==> src/rtl/apb_frame_master_pkg.sv <==
// Shared definitions for the RX-frame-to-APB master: command codes, response codes,
// frame layout and FSM state encoding.
package apb_frame_master_pkg;

  localparam int FRAME_W = 56;
  localparam int RSP_W   = 40;

  typedef enum logic [2:0] {
    CMD_WREQ = 3'd2,
    CMD_RREQ = 3'd3,
    CMD_RRES = 3'd4
  } cmd_e;

  localparam logic [7:0] RSP_OK  = 8'h04;
  localparam logic [7:0] RSP_ERR = 8'h84;

  typedef enum logic [1:0] {
    S_IDLE,
    S_SETUP,
    S_ACCESS,
    S_RESP
  } state_e;

  typedef struct packed {
    logic [7:0]  cmd;
    logic [15:0] addr;
    logic [31:0] wdata;
  } frame_t;

  // Only the low three command bits select the operation.
  function automatic logic is_req(input logic [2:0] code);
    return (code == CMD_WREQ) || (code == CMD_RREQ);
  endfunction

endpackage

==> src/rtl/apb_frame_master_if.sv <==
// APB3 bus bundle between the frame master and its slave.
interface apb_frame_master_if #(
  parameter int ADDR_W = 16,
  parameter int DATA_W = 32
);
  logic              psel;
  logic              penable;
  logic              pwrite;
  logic [ADDR_W-1:0] paddr;
  logic [DATA_W-1:0] pwdata;
  logic [DATA_W-1:0] prdata;
  logic              pready;
  logic              pslverr;

  modport master (
    output psel, penable, pwrite, paddr, pwdata,
    input  prdata, pready, pslverr
  );

  modport slave (
    input  psel, penable, pwrite, paddr, pwdata,
    output prdata, pready, pslverr
  );
endinterface

==> src/rtl/apb_wait_timer.sv <==
// Counts ACCESS wait cycles; expired marks the last wait cycle allowed before abort.
module apb_wait_timer #(
  parameter int TO_CYC = 255
) (
  input  logic clk,
  input  logic rst,
  input  logic clear,
  input  logic enable,
  output logic expired
);
  localparam logic [7:0] LAST = 8'(TO_CYC - 1);

  logic [7:0] cnt;

  // NOTE: non-blocking assignments so every register updates from pre-edge values;
  // rst is synchronous, so it is simply the highest-priority branch inside the clocked block.
  always_ff @(posedge clk) begin
    if (rst || clear) begin
      cnt <= '0;
    end else if (enable && cnt != 8'hFF) begin
      cnt <= cnt + 8'd1;
    end
  end

  // Counter holds the number of waits already seen, so cnt == TO_CYC-1 is the TO_CYC-th.
  assign expired = (cnt >= LAST);

endmodule

==> src/rtl/apb_frame_master.sv <==
// Runs one APB3 transfer per accepted command frame; read requests produce a 5-byte
// response frame that is held until the TX side accepts it.
module apb_frame_master
  import apb_frame_master_pkg::*;
#(
  parameter int ADDR_W = 16,
  parameter int DATA_W = 32,
  parameter int TO_CYC = 255
) (
  input  logic               clk,
  input  logic               rst,
  input  logic [FRAME_W-1:0] frame_data,
  input  logic               frame_vld,
  output logic               busy,
  apb_frame_master_if.master apb,
  output logic [RSP_W-1:0]   rsp_data,
  output logic               rsp_vld,
  input  logic               rsp_rdy,
  output logic               ovr_err,
  output logic               cmd_err,
  output logic               to_err
);

  state_e            state;
  frame_t            frm;
  logic [ADDR_W-1:0] req_addr;
  logic [DATA_W-1:0] req_wdata;
  logic              accept;
  logic              wait_en;
  logic              tmr_expired;
  logic              unused_cmd_hi;

  assign frm           = frame_t'(frame_data);
  assign req_addr      = frm.addr;
  assign req_wdata     = frm.wdata;
  assign unused_cmd_hi = ^frm.cmd[7:3];

  assign accept  = (state == S_IDLE) && frame_vld && is_req(frm.cmd[2:0]);
  assign wait_en = (state == S_ACCESS) && !apb.pready;
  assign busy    = (state != S_IDLE);

  apb_wait_timer #(.TO_CYC(TO_CYC)) u_wait_timer (
    .clk     (clk),
    .rst     (rst),
    .clear   (accept),
    .enable  (wait_en),
    .expired (tmr_expired)
  );

  always_ff @(posedge clk) begin
    if (rst) begin
      state       <= S_IDLE;
      apb.psel    <= 1'b0;
      apb.penable <= 1'b0;
      apb.pwrite  <= 1'b0;
      apb.paddr   <= '0;
      apb.pwdata  <= '0;
      rsp_data    <= '0;
      rsp_vld     <= 1'b0;
      ovr_err     <= 1'b0;
      cmd_err     <= 1'b0;
      to_err      <= 1'b0;
    end else begin
      // Any frame arriving outside IDLE is dropped, including the RESP exit cycle.
      ovr_err <= frame_vld && (state != S_IDLE);
      cmd_err <= 1'b0;
      to_err  <= 1'b0;

      unique case (state)
        S_IDLE: begin
          if (accept) begin
            apb.paddr  <= req_addr;
            apb.pwdata <= req_wdata;
            apb.pwrite <= (frm.cmd[2:0] == CMD_WREQ);
            apb.psel   <= 1'b1;
            state      <= S_SETUP;
          end else if (frame_vld) begin
            cmd_err <= 1'b1;
          end
        end

        S_SETUP: begin
          apb.penable <= 1'b1;
          state       <= S_ACCESS;
        end

        S_ACCESS: begin
          // pready takes priority over expiry on the last permitted wait cycle.
          if (apb.pready || tmr_expired) begin
            apb.psel    <= 1'b0;
            apb.penable <= 1'b0;
            to_err      <= !apb.pready;
            if (apb.pwrite) begin
              state <= S_IDLE;
            end else begin
              rsp_vld  <= 1'b1;
              rsp_data <= (apb.pready && !apb.pslverr) ? {RSP_OK, apb.prdata}
                                                       : {RSP_ERR, {DATA_W{1'b0}}};
              state    <= S_RESP;
            end
          end
        end

        S_RESP: begin
          if (rsp_rdy) begin
            rsp_vld <= 1'b0;
            state   <= S_IDLE;
          end
        end

        default: state <= S_IDLE;
      endcase
    end
  end

endmodule

==> src/flat_wrapper.sv <==
// flat-port wrapper written by rule: the top's interface ports become plain ports
module apb_frame_master_flat import apb_frame_master_pkg::*;
#(
  parameter int ADDR_W = 16,
  parameter int DATA_W = 32,
  parameter int TO_CYC = 255
)
  (clk, rst, frame_data, frame_vld, busy, rsp_data, rsp_vld, rsp_rdy, ovr_err, cmd_err, to_err, apb_psel, apb_penable, apb_pwrite, apb_paddr, apb_pwdata, apb_prdata, apb_pready, apb_pslverr);
  apb_frame_master_if #(.ADDR_W(ADDR_W), .DATA_W(DATA_W)) apb_i ();
  input  logic clk;
  input  logic rst;
  input  logic [FRAME_W-1:0] frame_data;
  input  logic frame_vld;
  output logic busy;
  output logic [RSP_W-1:0] rsp_data;
  output logic rsp_vld;
  input  logic rsp_rdy;
  output logic ovr_err;
  output logic cmd_err;
  output logic to_err;
  output wire logic [$bits(apb_i.psel)-1:0] apb_psel;
  output wire logic [$bits(apb_i.penable)-1:0] apb_penable;
  output wire logic [$bits(apb_i.pwrite)-1:0] apb_pwrite;
  output wire logic [$bits(apb_i.paddr)-1:0] apb_paddr;
  output wire logic [$bits(apb_i.pwdata)-1:0] apb_pwdata;
  input wire logic [$bits(apb_i.prdata)-1:0] apb_prdata;
  input wire logic [$bits(apb_i.pready)-1:0] apb_pready;
  input wire logic [$bits(apb_i.pslverr)-1:0] apb_pslverr;
  assign apb_psel = apb_i.psel;
  assign apb_penable = apb_i.penable;
  assign apb_pwrite = apb_i.pwrite;
  assign apb_paddr = apb_i.paddr;
  assign apb_pwdata = apb_i.pwdata;
  assign apb_i.prdata = apb_prdata;
  assign apb_i.pready = apb_pready;
  assign apb_i.pslverr = apb_pslverr;
  apb_frame_master #(.ADDR_W(ADDR_W), .DATA_W(DATA_W), .TO_CYC(TO_CYC)) u_core (.clk(clk), .rst(rst), .frame_data(frame_data), .frame_vld(frame_vld), .busy(busy), .apb(apb_i), .rsp_data(rsp_data), .rsp_vld(rsp_vld), .rsp_rdy(rsp_rdy), .ovr_err(ovr_err), .cmd_err(cmd_err), .to_err(to_err));
endmodule
==> config.mk <==
export PLATFORM = sky130hd
export DESIGN_NAME = apb_frame_master_flat
export DESIGN_NICKNAME = d
export VERILOG_FILES = /design/src/rtl/apb_frame_master_pkg.sv /design/src/rtl/apb_frame_master_if.sv /design/src/rtl/apb_wait_timer.sv /design/src/rtl/apb_frame_master.sv /design/src/flat_wrapper.sv
export SDC_FILE = /design/constraint.sdc
export NUM_CORES = 1
export LEC_CHECK = 0
export CORE_UTILIZATION = 35
export CTS_BUF_LIST = sky130_fd_sc_hd__clkbuf_4 sky130_fd_sc_hd__clkbuf_8
export DETAILED_ROUTE_END_ITERATION = 7
export PLACE_DENSITY = 0.72
export SLEW_MARGIN = 15
export SYNTH_ARGS = -nofsm -noshare
export SYNTH_HDL_FRONTEND = slang
export SYNTH_SLANG_ARGS = --single-unit
==> constraint.sdc <==
create_clock -name clk -period 1.82 [get_ports clk]
set_input_delay 0.546 -clock clk [delete_from_list [all_inputs] [get_ports clk]]
set_output_delay 0.546 -clock clk [all_outputs]
set_load 0.005 [all_outputs]
# Word level (Yosys, flattened, before mapping)
# Cells that the tools add are included.
# Widths: inputs -> output; s select.
classes:
  add_sub_neg: 1
  n_lt_le_gt_ge: 1
  eq_ne: 10
  mux: 15
  bitwise: 4
  n_reduce_logical: 24
op_table:
  columns: ["op", "count"]
  rows:
  - ["$mux 40", 1]
  - ["$reduce_and 3->1", 3]
  - ["$add 8x1->8 const B", 1]
  - ["$ge 8x8->1 const B", 1]
  - ["$mux 2", 4]
  - ["$ne 2x2->1 const B", 4]
  - ["$ne 8x8->1 const B", 1]
  - ["$pmux 2 s4", 1]
  - ["$reduce_bool 2->1", 4]
  - ["$eq 3x2->1 const B", 2]
  - ["$logic_and 1x1->1", 6]
  - ["$mux 1", 6]
  - ["$pmux 1 s2", 3]
  - ["$reduce_or 3->1", 2]
  - ["$eq 2x2->1 const B", 2]
  - ["$not 1->1", 4]
  - ["$reduce_and 2->1", 2]
  - ["$reduce_and 4->1", 1]
  - ["$logic_or 1x1->1", 3]
  - ["$eq 2x1->1 const B", 1]
  - ["$logic_not 1->1", 2]
  - ["$logic_not 2->1", 1]
word_totals:
  ff_bits: 105
  in_bits: 94
  output_inout_bits: 96
  wordCells: 67

# Depth between registers and ports, before layout
logic_depth:
  word_depth: 5
  ltp_mapped: 7
  mapped_depth_nobuf: 6

# Modules after synthesis
# Synthesis repeated with hierarchy kept, for this count alone.
hier_totals:
  hier_cells: 384
  area_unflattened_um2: 3839.9
by_module_without_submodules:
  columns: ["module", "n_inst", "cells_each", "area_each_um2", "seq_area_each_um2"]
  rows:
  - ["apb_frame_master", 1, 336, 3398.3, 1821.7]
  - ["apb_wait_timer", 1, 48, 441.7, 160.2]

# Worst setup path before layout
# OpenSTA, ideal clock, no wires.
synth_timing:
  path_kind: "reg2reg"
  from: "register u_core.u_wait_timer.cnt[0]"
  to: "register u_core.rsp_data[10]"
  setup_time_ns: 0.059
  t_arrival_ns: 1.478
  required_time_ns: 1.761
  setup_slack_ns: 0.283
  path_stages_with_launch: 8
  path_buffers: 1
  period_less_slack_ns: 1.537
  cell_sequence: "dfxtp_1 inv_1 ha_1 or2_1 a31o_4 a21oi_4 buf_6 a22o_1"
synth_between:
  elab_chain_len: 3
synth_rtl:
  columns: ["element", "line", "text"]
  rows:
  - ["start: declaration", "apb_wait_timer.sv:13", "logic [7:0] cnt;"]
  - ["start signal: assignment", "apb_wait_timer.sv:21", "cnt <= cnt + 8'd1;"]
  - ["$ge 8x8->1", "apb_wait_timer.sv:26", "assign expired = (cnt >= LAST);"]
  - ["$logic_or 1x1->1", "apb_frame_master.sv:89", "if (apb.pready || tmr_expired) begin"]
  - ["$reduce_and 3->1 (no line)", null, null]
  - ["end signal: assignment", "apb_frame_master.sv:97", "rsp_data <= (apb.pready && !apb.pslverr) ? {RSP_OK, apb.prdata}"]
  - ["end: declaration", "apb_frame_master.sv:16", "output logic [RSP_W-1:0] rsp_data,"]
# No other way between the ends.
# A chain may end at the register's enable or synchronous reset.

# Final worst setup path
layout_timing:
  from: "register u_core.rsp_data[39]"
  to: "output port rsp_data[39]"
layout_rtl:
  columns: ["element", "line", "text"]
  rows:
  - ["end: declaration", "flat_wrapper.sv:15", "output logic [RSP_W-1:0] rsp_data;"]
# No word-level cell between the ends.

==> Implementation_results.wiki <==
{| class="wikitable"
! Metric !! Value
|-
| Worst path cell trace || clkdlybuf4s50_1
|-
| Buffers on Ports || 178
|-
| Final non-filler cell area || ~5900 um^2
|-
| Proportion of synthesized flip-flops having asynchronous set or reset || 0%
|-
| Critical path endpoint category || output pin
|-
| Clock slew at reported path FFs || around 0.09 ns
|-
| Number of global-route vias before repair || ~3300
|-
| Std cell rows || 37
|-
| Maximum cell stage delay along the critical path || 0.52 ns
|-
| Total placed instance area || between 5000 and 6000 um^2
|-
| Core footprint || 10280 um^2
|-
| Insertion delay to the later sink of the worst-skew pair || 0.36 ns
|-
| #FFs+latches synth || 99
|-
| DRC violation total after the first TritonRoute iteration || roughly 170
|-
| Post-synthesis simple-gate area fraction || 17.89%
|-
| Setup violations, final || 0
|-
| CP arrival || 1.22 ns
|-
| Setup Slack @ Placement || -0.2701 ns
|-
| Max Cap Violations || 0
|-
| Wire length of the first global-routing pass || 16.24 mm
|-
| # nets final || 672
|-
| Mux share of post-synthesis cell area || 0.2716%
|-
| Count of flip-flops with a built-in enable after synthesis || 0
|-
| Final HPWL DP || 7.085 mm
|-
| Peak fanout along the critical path || 2
|-
| Setup repair after global routing missed its margin || false
|-
| Final critical-path setup slack || 0.05114 ns
|-
| Power per cell area || 738.2 nW/um^2
|-
| Final routed DRC violation total || 0
|-
| Min cycle time layout || 1.769 ns
|-
| Required @ worst endpoint || 1.27 ns
|-
| Num ports || 190
|-
| Clock Path Buffers || 2
|-
| Area added between synthesis and finish || 59.88%
|-
| Hold violation total from the final report || 0
|-
| Dominant combinational cell family by area after synthesis || compound AO/OA/AOI/OAI gates
|-
| Number of distinct standard cells referenced by the synthesized netlist || 45
|-
| Vias post-DR || 3407
|-
| First-pass DRT Iterations || 4
|-
| Fraction of synthesized cell area in xor and xnor cells || 0.2376%
|-
| Horizontal die dimension || 104.6 um
|-
| ANT nets after route || 0
|-
| Register area share after synthesis || between 50% and 60%
|-
| Vertical extent of the die || between 100 and 150 um
|-
| Final antenna diode count || 0
|-
| Number of sinks handled by clock tree synthesis || 99
|-
| Detail-routed net length per standard cell || between 10 and 15 um
|-
| Crit-path leading delay family || buffers and inverters
|-
| Pin count of the biggest net entering global routing || 49
|-
| Area of the die || 10950 um^2
|-
| CTS tree || yes
|-
| Path class of the lowest-slack min-delay path || reg -> reg
|-
| Launching element type of the critical path || flop
|-
| Weighted congestion reported at the end of routability-driven placement || 0.7622
|-
| Combined area of all synthesized cells || ~3700 um^2
|-
| Fraction of the cycle the final worst path needs || 97.19%
|-
| Kind of critical path || reg -> out
|-
| Clock root buffer || sky130_fd_sc_hd__clkbuf_8
|-
| Flip-flop cell with the highest count after synthesis || sky130_fd_sc_hd__dfxtp_1
|-
| Critical Path Slowest Stage Cell || sky130_fd_sc_hd__clkdlybuf4s50_1
|-
| Leakage dissipation || 2.374 nW
|-
| Overall overflow remaining after global route || 0
|-
| Total routing usage reported by global routing || 18.20%
|-
| Antenna violations before repair || 0
|-
| Result of the run || completed
|-
| Worst Hold Margin || 0.4567 ns
|-
| Worst IR Drop VDD || around 0.00046 V
|-
| Fraction of layout cells with a size suffix above 1 || 11.02%
|-
| Detailed Route WL || 9.833 mm
|-
| Max Clock Freq || 565.3 MHz
|-
| H-tree depth reported by CTS || 3
|-
| Synth Area in Compound Gates || 20.30%
|-
| Fin. max-slew vios || 0
|-
| Cts bufs inserted || 9
|-
| Hold-fix buffers at CTS || 0
|-
| Adder-Cell Fraction of Synth Area || 0.6789%
|-
| Average vias per placed instance || 4.752
|-
| Count of buffer and inverter cells on the critical path || 1
|-
| Initial cell density of the core || roughly 36%
|-
| Worst Skew || 0.01470 ns
|-
| Per-instance average area after synthesis || approximately 9.4 um^2
|-
| Total of warnings raised by yosys || 0
|-
| Syn Inst Count || 393
|}
-- synth_stat cells, types with 2 or more instances --
cell type,instances,share of area [%]
sky130_fd_sc_hd__dfxtp_1,99,54
sky130_fd_sc_hd__nand2_1,99,10
sky130_fd_sc_hd__a21oi_1,56,7.6
sky130_fd_sc_hd__a22o_1,33,7.8
sky130_fd_sc_hd__buf_2,10,1.4
sky130_fd_sc_hd__nor2_1,9,0.92
sky130_fd_sc_hd__buf_6,8,2.4
sky130_fd_sc_hd__clkbuf_1,8,0.81
sky130_fd_sc_hd__buf_4,7,1.4
sky130_fd_sc_hd__inv_1,7,0.71
sky130_fd_sc_hd__nor3_1,7,0.95
sky130_fd_sc_hd__a211oi_1,4,0.81
sky130_fd_sc_hd__a31oi_1,4,0.68
sky130_fd_sc_hd__and3_1,4,0.68
sky130_fd_sc_hd__nand3_1,3,0.41
sky130_fd_sc_hd__nor2b_1,3,0.51
sky130_fd_sc_hd__a311oi_1,2,0.48
sky130_fd_sc_hd__ha_1,2,0.68
sky130_fd_sc_hd__o21ai_0,2,0.27
-- worst paths after layout --
check,start,to,slack (ns),cells after the start
max,u_core.rsp_data[39],rsp_data[39],0.05,1
min,u_core.apb.pwdata[11],u_core.apb.pwdata[11],0.46,2
min reg2reg,u_core.apb.pwdata[11],u_core.apb.pwdata[11],0.46,2
max reg2reg,u_core.u_wait_timer.cnt[0],u_core.rsp_data[0],0.13,7
-- registers in the layout (all words and copies together) (netlist names) --
register	cells
u_core.to_err	1
u_core.rsp_data	34
u_core.rsp_vld	1
u_core.apb.paddr	16
u_core.apb.pwrite	1
u_core.u_wait_timer.cnt	8
u_core.ovr_err	1
u_core.apb.psel	1
u_core.state	2
u_core.cmd_err	1
u_core.apb.penable	1
u_core.apb.pwdata	32
-- power breakdown --
group / internal [mW] / leakage (nW) / switching, mW / total (mW)
sequential: 2.25 / 0.807 / 0.0487 / 2.30
combinational: 0.446 / 1.48 / 0.294 / 0.740
clock: 0.527 / 0.0882 / 0.781 / 1.31
total: 3.23 / 2.37 / 1.12 / 4.35
-- cells in the final DEF, fill, tap and decap left out, drive strengths merged, types with 2 or more instances in the layout --
master,synthesis,routed
clkbuf,8,10
o21ai,2,2
a31o,2,2
nor2,11,11
buf,25,23
clkdlybuf4s50,0,162
nand2b,2,2
a211oi,4,4
dlygate4sd2,0,2
and3,4,4
and2,2,2
clkinvlp,0,2
a22o,33,33
conb,1,6
clkinv,0,2
ha,2,2
a21oi,57,57
nor3,7,7
nand2,99,99
nand3,3,3
dlymetal6s2s,0,13
a311oi,2,2
inv,7,9
nor2b,3,3
dfxtp,99,99
a31oi,5,5
-- metrics by stage --
step / TNS (ns) / instances / utilization (%) / power (mW)
global placement: -15.02 / 699 / 54.96 / 3.068
floorplan: 0 / 398 / - / 2.650
global route: 0 / 717 / 57.34 / 4.562
detailed placement: -17.94 / 699 / 54.96 / 3.083
finish: 0 / 717 / 57.34 / 4.350
CTS: 0 / 717 / 56.92 / 4.410
-- kinds of logic (layout without fill, tap and decap cells) --
| family | after synthesis | count (layout) |
|---|---|---|
| and+or+nand+nor | 140 | 140 |
| AOI/OAI and AO/OA | 109 | 109 |
| DFF | 99 | 99 |
| buffers and inverters | 40 | 223 |
| adders and majority gates | 2 | 2 |
| other | 1 | 6 |
| xor gates and xnor gates | 1 | 1 |
| muxes | 1 | 1 |
-- routing by layer --
metal,wire (um),track usage (%)
met1,4362,22.70
met2,4455,29.28
met3,840,6.176
met4,175,6.237
met5,0,0
-- final cells by class --
class                   count  area, um^2
inverters                   7       26.28
repair buffers            200        2034
flip-flops and latches     99        1997
clock buffers              10       131.4
well taps                 136       170.2
fillers                   935        4384
multi-input cells         259        1485
clock inverters             6       48.80
-- timing repair --
| action | in CTS | in global routing |
|---|---|---|
| setup buffers | 2 | 0 |
| endpoints found under the setup margin | 2 | 22 |
| endpoints found under the hold margin | 0 | 0 |
| pin swaps | 1 | 0 |
| gates resized for setup | 6 | 22 |
| cloned | 0 | 0 |
Power figures use the tool's default switching activity.
